==> config.mk <==
export PLATFORM = sky130hd
export DESIGN_NAME = posicionando_pecas_flat
export DESIGN_NICKNAME = d
export VERILOG_FILES = /design/src/rtl/posicionando_pecas_if.sv /design/src/rtl/posicionando_pecas.sv /design/src/flat_wrapper.sv
export SDC_FILE = /design/constraint.sdc
export NUM_CORES = 1
export LEC_CHECK = 0
export CAP_MARGIN = 20
export CORE_UTILIZATION = 53
export DETAILED_ROUTE_END_ITERATION = 8
export PLACE_DENSITY_LB_ADDON = 0.08
export REMOVE_ABC_BUFFERS = 1
export SLEW_MARGIN = 20
export SYNTH_ARGS = -nofsm -noshare
export SYNTH_HDL_FRONTEND = slang
export SYNTH_SLANG_ARGS = --single-unit
==> constraint.sdc <==
create_clock -name clk -period 1.85 [get_ports clk]
set_input_delay 0.37 -clock clk [delete_from_list [all_inputs] [get_ports clk]]
set_output_delay 0.37 -clock clk [all_outputs]
set_load 0.01 [all_outputs]
==> src/rtl/posicionando_pecas_if.sv <==
`default_nettype none
// ============================================================================
// Module   : posicionando_pecas_if
// Purpose  : Button, board-feedback and placement-output bundle of the
//            piece placement controller.
// Revision : 1.0 - initial release
// ============================================================================
interface posicionando_pecas_if;
  logic       enable;
  logic       enter;
  logic       select;
  logic       mode;
  logic       conflito;
  logic       ready;
  logic       valida;
  logic [2:0] tipo;
  logic       jogador;
  logic [2:0] X1;
  logic [2:0] Y1;
  logic       direcao;
  logic       orientacao;

  modport master (
    output enable, enter, select, mode, conflito,
    input  ready, valida, tipo, jogador, X1, Y1, direcao, orientacao
  );

  modport slave (
    input  enable, enter, select, mode, conflito,
    output ready, valida, tipo, jogador, X1, Y1, direcao, orientacao
  );
endinterface
`default_nettype wire

==> src/rtl/posicionando_pecas.sv <==
`default_nettype none
// ============================================================================
// Module   : posicionando_pecas
// Purpose  : Button-driven FSM that places each player's 11 ships on the board.
// Revision : 1.0 - initial release
// ============================================================================
module posicionando_pecas (
  input  wire                        clk,
  input  wire                        reset,
  posicionando_pecas_if.slave        bus
);

  typedef enum logic [2:0] {
    DIRECAO    = 3'd0,
    ORIENTACAO = 3'd1,
    DEF_X      = 3'd2,
    DEF_Y      = 3'd3,
    VERIFICA   = 3'd4,
    ARMAZENA   = 3'd5,
    DONE       = 3'd6
  } state_t;

  localparam logic [3:0] c_last_piece = 4'd10;

  state_t     r_state;
  logic [3:0] r_cnt;
  logic [2:0] r_tipo;
  logic       r_jogador;
  logic [2:0] r_x1;
  logic [2:0] r_y1;
  logic       r_direcao;
  logic       r_orientacao;
  logic       r_ready;
  logic       r_valida;
  logic       r_enter_s;
  logic       r_enter_p;
  logic       r_select_s;
  logic       r_select_p;

  logic       w_enter_fall;
  logic       w_select_fall;

  // Edge detection runs on the registered copy so the action is one clock
  // after the input register sees the press; a held button yields one edge.
  assign w_enter_fall  = r_enter_p & ~r_enter_s;
  assign w_select_fall = r_select_p & ~r_select_s;

  function automatic logic [2:0] f_tipo(input logic [3:0] n);
    logic [2:0] t;
    t = 3'd1;
    if (n >= 4'd10)     t = 3'd5;
    else if (n == 4'd9) t = 3'd4;
    else if (n >= 4'd7) t = 3'd3;
    else if (n >= 4'd5) t = 3'd2;
    return t;
  endfunction

  always_ff @(posedge clk) begin
    if (reset) begin
      r_state      <= DIRECAO;
      r_cnt        <= 4'd0;
      r_tipo       <= 3'd1;
      r_jogador    <= 1'b0;
      r_x1         <= 3'd0;
      r_y1         <= 3'd0;
      r_direcao    <= 1'b0;
      r_orientacao <= 1'b0;
      r_ready      <= 1'b0;
      r_valida     <= 1'b0;
      r_enter_s    <= 1'b1;
      r_enter_p    <= 1'b1;
      r_select_s   <= 1'b1;
      r_select_p   <= 1'b1;
    end else begin
      // Button registers follow the pins even while disabled, so edges
      // seen during enable=0 are consumed rather than queued.
      r_enter_s  <= bus.enter;
      r_enter_p  <= r_enter_s;
      r_select_s <= bus.select;
      r_select_p <= r_select_s;
      r_valida   <= 1'b0;

      if (bus.enable) begin
        case (r_state)
          DIRECAO: begin
            if (w_enter_fall)       r_state   <= ORIENTACAO;
            else if (w_select_fall) r_direcao <= ~r_direcao;
          end
          ORIENTACAO: begin
            if (w_enter_fall)       r_state      <= DEF_X;
            else if (w_select_fall) r_orientacao <= ~r_orientacao;
          end
          DEF_X: begin
            if (w_enter_fall)       r_state <= DEF_Y;
            else if (w_select_fall) r_x1    <= r_x1 + 3'd1;
          end
          DEF_Y: begin
            if (w_enter_fall)       r_state <= VERIFICA;
            else if (w_select_fall) r_y1    <= r_y1 + 3'd1;
          end
          VERIFICA: begin
            if (w_enter_fall) begin
              if (bus.conflito) r_state <= DEF_X;
              else              r_state <= ARMAZENA;
            end
          end
          ARMAZENA: begin
            if (w_enter_fall) begin
              r_valida     <= 1'b1;
              r_x1         <= 3'd0;
              r_y1         <= 3'd0;
              r_direcao    <= 1'b0;
              r_orientacao <= 1'b0;
              if (r_cnt == c_last_piece) begin
                if (!r_jogador && !bus.mode) begin
                  r_jogador <= 1'b1;
                  r_cnt     <= 4'd0;
                  r_tipo    <= 3'd1;
                  r_state   <= DIRECAO;
                end else begin
                  r_ready   <= 1'b1;
                  r_state   <= DONE;
                end
              end else begin
                r_cnt   <= r_cnt + 4'd1;
                r_tipo  <= f_tipo(r_cnt + 4'd1);
                r_state <= DIRECAO;
              end
            end
          end
          DONE: begin
            r_ready <= 1'b1;
          end
          default: r_state <= DIRECAO;
        endcase
      end
    end
  end

  assign bus.ready      = r_ready;
  assign bus.valida     = r_valida;
  assign bus.tipo       = r_tipo;
  assign bus.jogador    = r_jogador;
  assign bus.X1         = r_x1;
  assign bus.Y1         = r_y1;
  assign bus.direcao    = r_direcao;
  assign bus.orientacao = r_orientacao;

endmodule
`default_nettype wire

==> src/flat_wrapper.sv <==
// flat-port wrapper written by rule: the top's interface ports become plain ports
module posicionando_pecas_flat 
  (clk, reset, bus_enable, bus_enter, bus_select, bus_mode, bus_conflito, bus_ready, bus_valida, bus_tipo, bus_jogador, bus_X1, bus_Y1, bus_direcao, bus_orientacao);
  posicionando_pecas_if bus_i ();
  input  wire clk;
  input  wire reset;
  input wire logic [$bits(bus_i.enable)-1:0] bus_enable;
  input wire logic [$bits(bus_i.enter)-1:0] bus_enter;
  input wire logic [$bits(bus_i.select)-1:0] bus_select;
  input wire logic [$bits(bus_i.mode)-1:0] bus_mode;
  input wire logic [$bits(bus_i.conflito)-1:0] bus_conflito;
  output wire logic [$bits(bus_i.ready)-1:0] bus_ready;
  output wire logic [$bits(bus_i.valida)-1:0] bus_valida;
  output wire logic [$bits(bus_i.tipo)-1:0] bus_tipo;
  output wire logic [$bits(bus_i.jogador)-1:0] bus_jogador;
  output wire logic [$bits(bus_i.X1)-1:0] bus_X1;
  output wire logic [$bits(bus_i.Y1)-1:0] bus_Y1;
  output wire logic [$bits(bus_i.direcao)-1:0] bus_direcao;
  output wire logic [$bits(bus_i.orientacao)-1:0] bus_orientacao;
  assign bus_i.enable = bus_enable;
  assign bus_i.enter = bus_enter;
  assign bus_i.select = bus_select;
  assign bus_i.mode = bus_mode;
  assign bus_i.conflito = bus_conflito;
  assign bus_ready = bus_i.ready;
  assign bus_valida = bus_i.valida;
  assign bus_tipo = bus_i.tipo;
  assign bus_jogador = bus_i.jogador;
  assign bus_X1 = bus_i.X1;
  assign bus_Y1 = bus_i.Y1;
  assign bus_direcao = bus_i.direcao;
  assign bus_orientacao = bus_i.orientacao;
  posicionando_pecas u_core (.clk(clk), .reset(reset), .bus(bus_i));
endmodule
==> flow_summary.yaml, run 1 <==
pwr:
  power_per_cell_area_nw_per_um2: 542
  total_power_mw: 0.892
  ir_drop_mv: 0.309
  p_leak_nw: 0.658
worst_setup_path:
  cp-startpoint: "u_core.r_cnt[0]"
  r2r_start: "u_core.r_cnt[0]"
  cp-end-kind: "flop"
  crit_type: "flop to flop"
  endpoint: "u_core.bus.tipo[2]"
  setup.worst_path.start_class: "flop"
  rr_worst_depth: 5
  cp_max_fo: 5
  cp.arrival_ps: 1970
  crit_required_ps: 2070
  reg2reg_to: "u_core.bus.tipo[2]"
  r2r_slack_ps: 100
floorplan:
  core_um2: 2480
  start_util_pct: 56.2
  dieWidth_um: 53.3
  die_h_um: 53.3
  ioPinCount: 21
  row_count: 18
  dieArea_um2: 2840
sta:
  tns_ps: 0
  slew_viol_final: 0
  hold_viol_final: 0
  worst_pin_slew_ps: 501
  finalCritPeriodShare_pct: 94.6
  timing.final.ws_setup_ps: 100
  setup_viol: 0
  fin_crit_ps: 1750
  relSlewSlack_pct: 66.4
  skew_ps: 2.86
  fmax_ghz: 0.572
clocking:
  clk_latency_ps: 310
  clockBufferDepth: 2
  cts_tree: "done"
  clkSinkCount: 25
  clk_pin_slew_worst_paths_ps: 130
  htree_levels: 1
  clk_root_buffer_cell: "clkbuf_4"
  cts_hold_buf: 0
  cts_buffers: 3
outcome:
  status: "finished clean"
synth:
  async_flop_share_pct: 0
  yosys.area.top_type: "dfxtp_1"
  ys_seq_area_share_pct: 35.9
  synth.top_cells.by_count: "25 x dfxtp_1, 19 x nor2_1, 12 x a21oi_1"
  synth_area_leaders: "dfxtp_1 36%, ha_1 5.4%, nor2_1 5.1%, a21oi_1 4.3%, clkbuf_8 4.0%"
  synth_area_um2: 1390
  synth.distinct_cells: 45
  yosysWarnings: 0
  avgSynthCellArea_um2: 8.98
  synth_most_common_cell: "dfxtp_1"
  yosysTopAreaCellShare_pct: 35.9
  synth-main-ff-cell: "dfxtp_1"
  ys_seq_elements: 25
  synth-edff-count: 0
  netlist_instances: 155
placement:
  placed_area_um2: 1620
  gp_congestion: 0.833
  dp.cells: 207
  io_buffers: 20
  dp_hpwl_mm: 2.16
  pre_cts_ws_ps: 5.61
routing:
  dr.pass1.iters: 5
  routed_wl_mm: 2.76
  vias: 1195
  drc_errors: 0
  avgRoutedWirePerCell_um: 13.1
  final_antenna_net_count: 0
  vias_per_cell: 5.66
  drtIter0Drc: 17
grt:
  grt_pass1_wl_mm: 4.66
  grt_max_degree: 17
  track_usage_pct: 22.1
  antenna_found_initial: 0
  grt_pass1_vias: 1114
  grt_overflow_total: 0
final_layout:
  drive_gt1_share_pct: 12.7
  fin_area_um2: 1650
  diodes: 0
  final_nets: 195
  final_cells: 211
  syn_to_final_growth_pct: 18.2
hold_path:
  min-delay-path-class: "flop to flop"
job:
  cap_violations: 0
[where the power goes]
group          switching [mW]  internal (mW)  leakage (nW)
Clock                   0.157         0.0840        0.0150
Sequential             0.0138          0.549         0.203
Combinational          0.0436         0.0451         0.440
Total                   0.214          0.678         0.658
[registers in the layout, indices dropped and copies added, names as in the netlist]
register               count
u_core.r_select_s          1
u_core.r_enter_p           1
u_core.bus.direcao         1
u_core.bus.jogador         1
u_core.r_cnt               4
u_core.bus.X1              3
u_core.r_state             3
u_core.bus.Y1              3
u_core.bus.ready           1
u_core.r_enter_s           1
u_core.bus.orientacao      1
u_core.r_select_p          1
u_core.bus.valida          1
u_core.bus.tipo            3
[worst max-delay path, stage by stage (launching register included)]
cell and delay [ps]:
dfxtp_1 440, inv_1 110, ha_1 360, or4_1 480
a32oi_1 210, nor2_1 60
[worst min path at each step]
stage                                 start                end  slack [ps]  cells past startpoint
final                     u_core.r_select_s  u_core.r_select_p         460                      1
after detailed placement  u_core.r_select_s  u_core.r_select_p         430                      1
after CTS                 u_core.r_select_s  u_core.r_select_p         470                      1
after floorplan           u_core.r_select_s  u_core.r_select_p         410                      1
after global placement    u_core.r_select_s  u_core.r_select_p         420                      1
after global routing      u_core.r_select_s  u_core.r_select_p         470                      1
[per-stage QoR]
stage / util [%] / hold slack (ps)
after global routing: 66.5 / 474
after global placement: 65.3 / 417
final: 66.5 / 457
after floorplan: - / 408
after CTS: 66.3 / 467
after detailed placement: 65.3 / 433
[area by class of cell]
class	count	area, um^2
clock buffer	4	26.3
fill	222	831
inverter	5	18.8
multi-input combinational	118	795
sequential	25	502
tap	30	37.5
timing repair buffer	29	268
[layer usage]
layer / wire, um / part of all wire [%] / up-vias / track usage [%]
met5: 0 / 0 / - / 0
met4: 29 / 1.0 / 0 / 7.02
met3: 78 / 2.8 / 4 / 2.87
met2: 1410 / 51 / 22 / 39.2
met1: 1240 / 45 / 557 / 27.1
li1: - / - / 612 / -
[timing repair]
item                                   in CTS  in global routing
buffers inserted                            0                  0
endpoints found under the hold margin       0                  0
resized for setup                           0                  2
setup endpoints to repair                   0                  8
[kinds of logic after synthesis]
| family | synth area share (%) |
|---|---|
| muxes | 1.44 |
| AOI/OAI and AO/OA | 21.2 |
| xor gates and xnor gates | 3.14 |
| and+or+nand+nor | 25.7 |
| buffers and inverters | 7.19 |
| adders and majority gates | 5.39 |
| DFF | 35.9 |
[cells in the final DEF, fill, tap and decap left out, types with 2 or more instances in the layout]
cell type,netlist,routed
a22o_1,2,2
dfxtp_1,25,24
o31ai_1,2,2
nand2b_1,3,3
nand2_1,8,8
clkbuf_4,0,3
ha_1,6,5
nand3b_1,3,3
nor4_1,3,3
a211oi_1,2,2
o21bai_1,2,2
and3b_1,2,2
and2_1,2,2
mux2i_1,2,2
a21oi_1,12,12
a31oi_1,2,2
buf_4,0,9
clkdlybuf4s50_1,0,20
or4_1,3,3
nor2_1,19,19
inv_1,5,5
o21ai_0,8,8
a22oi_1,2,2
xor2_1,4,4
or2_2,4,4
a311oi_1,2,2
nor3_1,4,4
o211ai_1,3,3
o21ai_1,2,2
Power figures use the tool's default switching activity.
==> run 2: changes to the inputs <==
SLEW_MARGIN = default   (was 20)
TNS_END_PERCENT = 20   (was default)
==> results of run 2 <==
No change in the layout: final DEF, timing and power equal those of run 1.
==> run 3: changes to the inputs <==
CORE_ASPECT_RATIO = 1.75   (was default)
CTS_CLUSTER_DIAMETER = 150   (was default)
==> run 3 against run 2 <==
  * First-iteration DRC count up 100%
  * Die area up 0.29%
  * Largest cell class unchanged
  * Critical endpoint is now u_core.r_state[2]
  * Register-to-register slack hardly changed
  * Largest power group unchanged
  * Critical path type unchanged
  * Global-route usage grew 1.6 points
  * Maximum frequency hardly changed
  * Highest routed layer unchanged
==> flow_summary.yaml, run 3 (synthesis gave the netlist of run 1 again) <==
floorplan:
  start_util_pct: 55.9
  die_h_um: 69.8
  row_count: 24
  ioPinCount: 21
  dieArea_um2: 2840
  core_um2: 2490
  dieWidth_um: 40.8
grt:
  grt_pass1_vias: 1184
  antenna_found_initial: 0
  grt_max_degree: 16
  track_usage_pct: 23.7
  grt_pass1_wl_mm: 4.89
  grt_overflow_total: 0
routing:
  vias_per_cell: 5.91
  wl_met3_um: 56
  routed-wl-met2_mm: 1.69
  avgRoutedWirePerCell_um: 14.5
  vias: 1224
  drtIter0Drc: 34
  dr.pass1.iters: 4
  top_layer_used: "met4"
  routed_wl_mm: 3.00
  drc_errors: 0
  final_antenna_net_count: 0
  met1_length_mm: 1.17
sta:
  finalCritPeriodShare_pct: 94.6
  rsz0062_at_grt: "false"
  skew_ps: 3.87
  setup_viol: 0
  fmax_ghz: 0.572
  fin_crit_ps: 1750
  worst_pin_slew_ps: 542
  relSlewSlack_pct: 63.6
  slew_viol_final: 0
  tns_ps: 0
  hold_viol_final: 0
final_layout:
  syn_to_final_growth_pct: 19.6
  drive_gt1_share_pct: 12.7
  diodes: 0
  final_common_cell: "dfxtp_1"
  final_cell_mix: "25 x dfxtp_1, 20 x clkdlybuf4s50_1, 19 x nor2_1, 12 x a21oi_1, 9 x buf_4"
  nFillCells: 214
  max_flop_register: "u_core.r_cnt"
  final_nets: 195
  fin_util_pct: 66.8
  largest_reg_flops: 4
  final_cells: 207
worst_setup_path:
  slowest_delay_ps: 350
  crit_required_ps: 2030
  cp-startpoint: "u_core.r_cnt[0]"
  rr_worst_depth: 7
  cp-end-kind: "flop"
  crit_type: "flop to flop"
  path_cells: "inv_1 > ha_2 > nand3b_4 > o21bai_4 > a22o_1 > a22o_1 > a311oi_2"
  endpoint: "u_core.r_state[2]"
  cp.arrival_ps: 1930
  cp_max_fo: 5
  crit_path_frequent_cell: "a22o_1"
  r2r_start: "u_core.r_cnt[0]"
  setup.worst_path.start_class: "flop"
  r2r_slack_ps: 100
  crit_cells: 7
  worst_path_max_delay_cell: "dfxtp_1"
  path_delay_family: "compound AO/OA/AOI/OAI gates"
  critPathBufInv: 1
  reg2reg_to: "u_core.r_state[2]"
clocking:
  clockBufferDepth: 2
  clkSinkCount: 25
  cts_hold_buf: 0
  clk_root_buffer_cell: "clkbuf_8"
  clk_latency_ps: 270
  cts_setup_buffers: 0
  cts_tree: "done"
  clk_pin_slew_worst_paths_ps: 90
  cts_buffers: 3
  htree_levels: 1
placement:
  io_buffers: 20
  dp_hpwl_mm: 2.34
  dp.cells: 203
  gp_congestion: 0.768
hold_path:
  min-delay-path-class: "flop to flop"
pwr:
  ir_drop_mv: 0.414
  total_power_mw: 0.983
  p_leak_nw: 0.667
  power_per_cell_area_nw_per_um2: 590
outcome:
  status: "finished clean"
job:
  cap_violations: 0
-- run 3: stage by stage --
step,worst slack (ps),hold slack [ps],cell area (um^2)
after global placement,-1.08,417,1610
after global routing,9.03,462,1670
final,100,442,1670
after floorplan,197,408,1310
after detailed placement,-61.8,424,1610
after CTS,39.9,446,1660
-- run 3: worst min path at each step --
stage / startpoint / to / cells past startpoint
after CTS: u_core.r_select_s / u_core.r_select_p / 1
after floorplan: u_core.r_select_s / u_core.r_select_p / 1
final: u_core.r_select_s / u_core.r_select_p / 1
after detailed placement: u_core.r_select_s / u_core.r_select_p / 1
after global routing: u_core.r_select_s / u_core.r_select_p / 1
after global placement: u_core.r_select_s / u_core.r_select_p / 1
-- run 3: layout make-up --
cell class / instances / area (um^2) / share of cell area [%]
timing repair buffer: 29 / 268 / 16.1
clock buffer: 4 / 45.0 / 2.70
inverter: 5 / 18.8 / 1.13
tap: 26 / 32.5 / 1.95
sequential: 25 / 500 / 30.1
multi-input combinational: 118 / 801 / 48.1
-- run 3: worst register-to-register path, delay by kind of cell (launching register included) --
family	cells	cell delay, ps
compound gates	4	890
flops	1	350
fa+ha+maj	1	220
buf+inv	1	120
simple gates	1	90
-- run 3: repair_timing --
action | CTS | global route
endpoints found under the hold margin | 0 | 0
gates resized for setup | 0 | 2
setup endpoints to repair | 0 | 2
-- run 3: power by group --
| part | switching (mW) | internal, mW | leakage, nW | total, mW |
|---|---|---|---|---|
| Combinational | 0.0474 | 0.0471 | 0.442 | 0.0945 |
| Clock | 0.175 | 0.154 | 0.0228 | 0.329 |
| Sequential | 0.0119 | 0.548 | 0.203 | 0.560 |
| Total | 0.234 | 0.749 | 0.667 | 0.983 |
-- run 3: routing by layer --
layer / track usage, % / vias up
met2: 42.5 / 26
met3: 3.21 / 10
li1: - / 612
met5: 0 / -
met4: 9.63 / 0
met1: 24.8 / 576
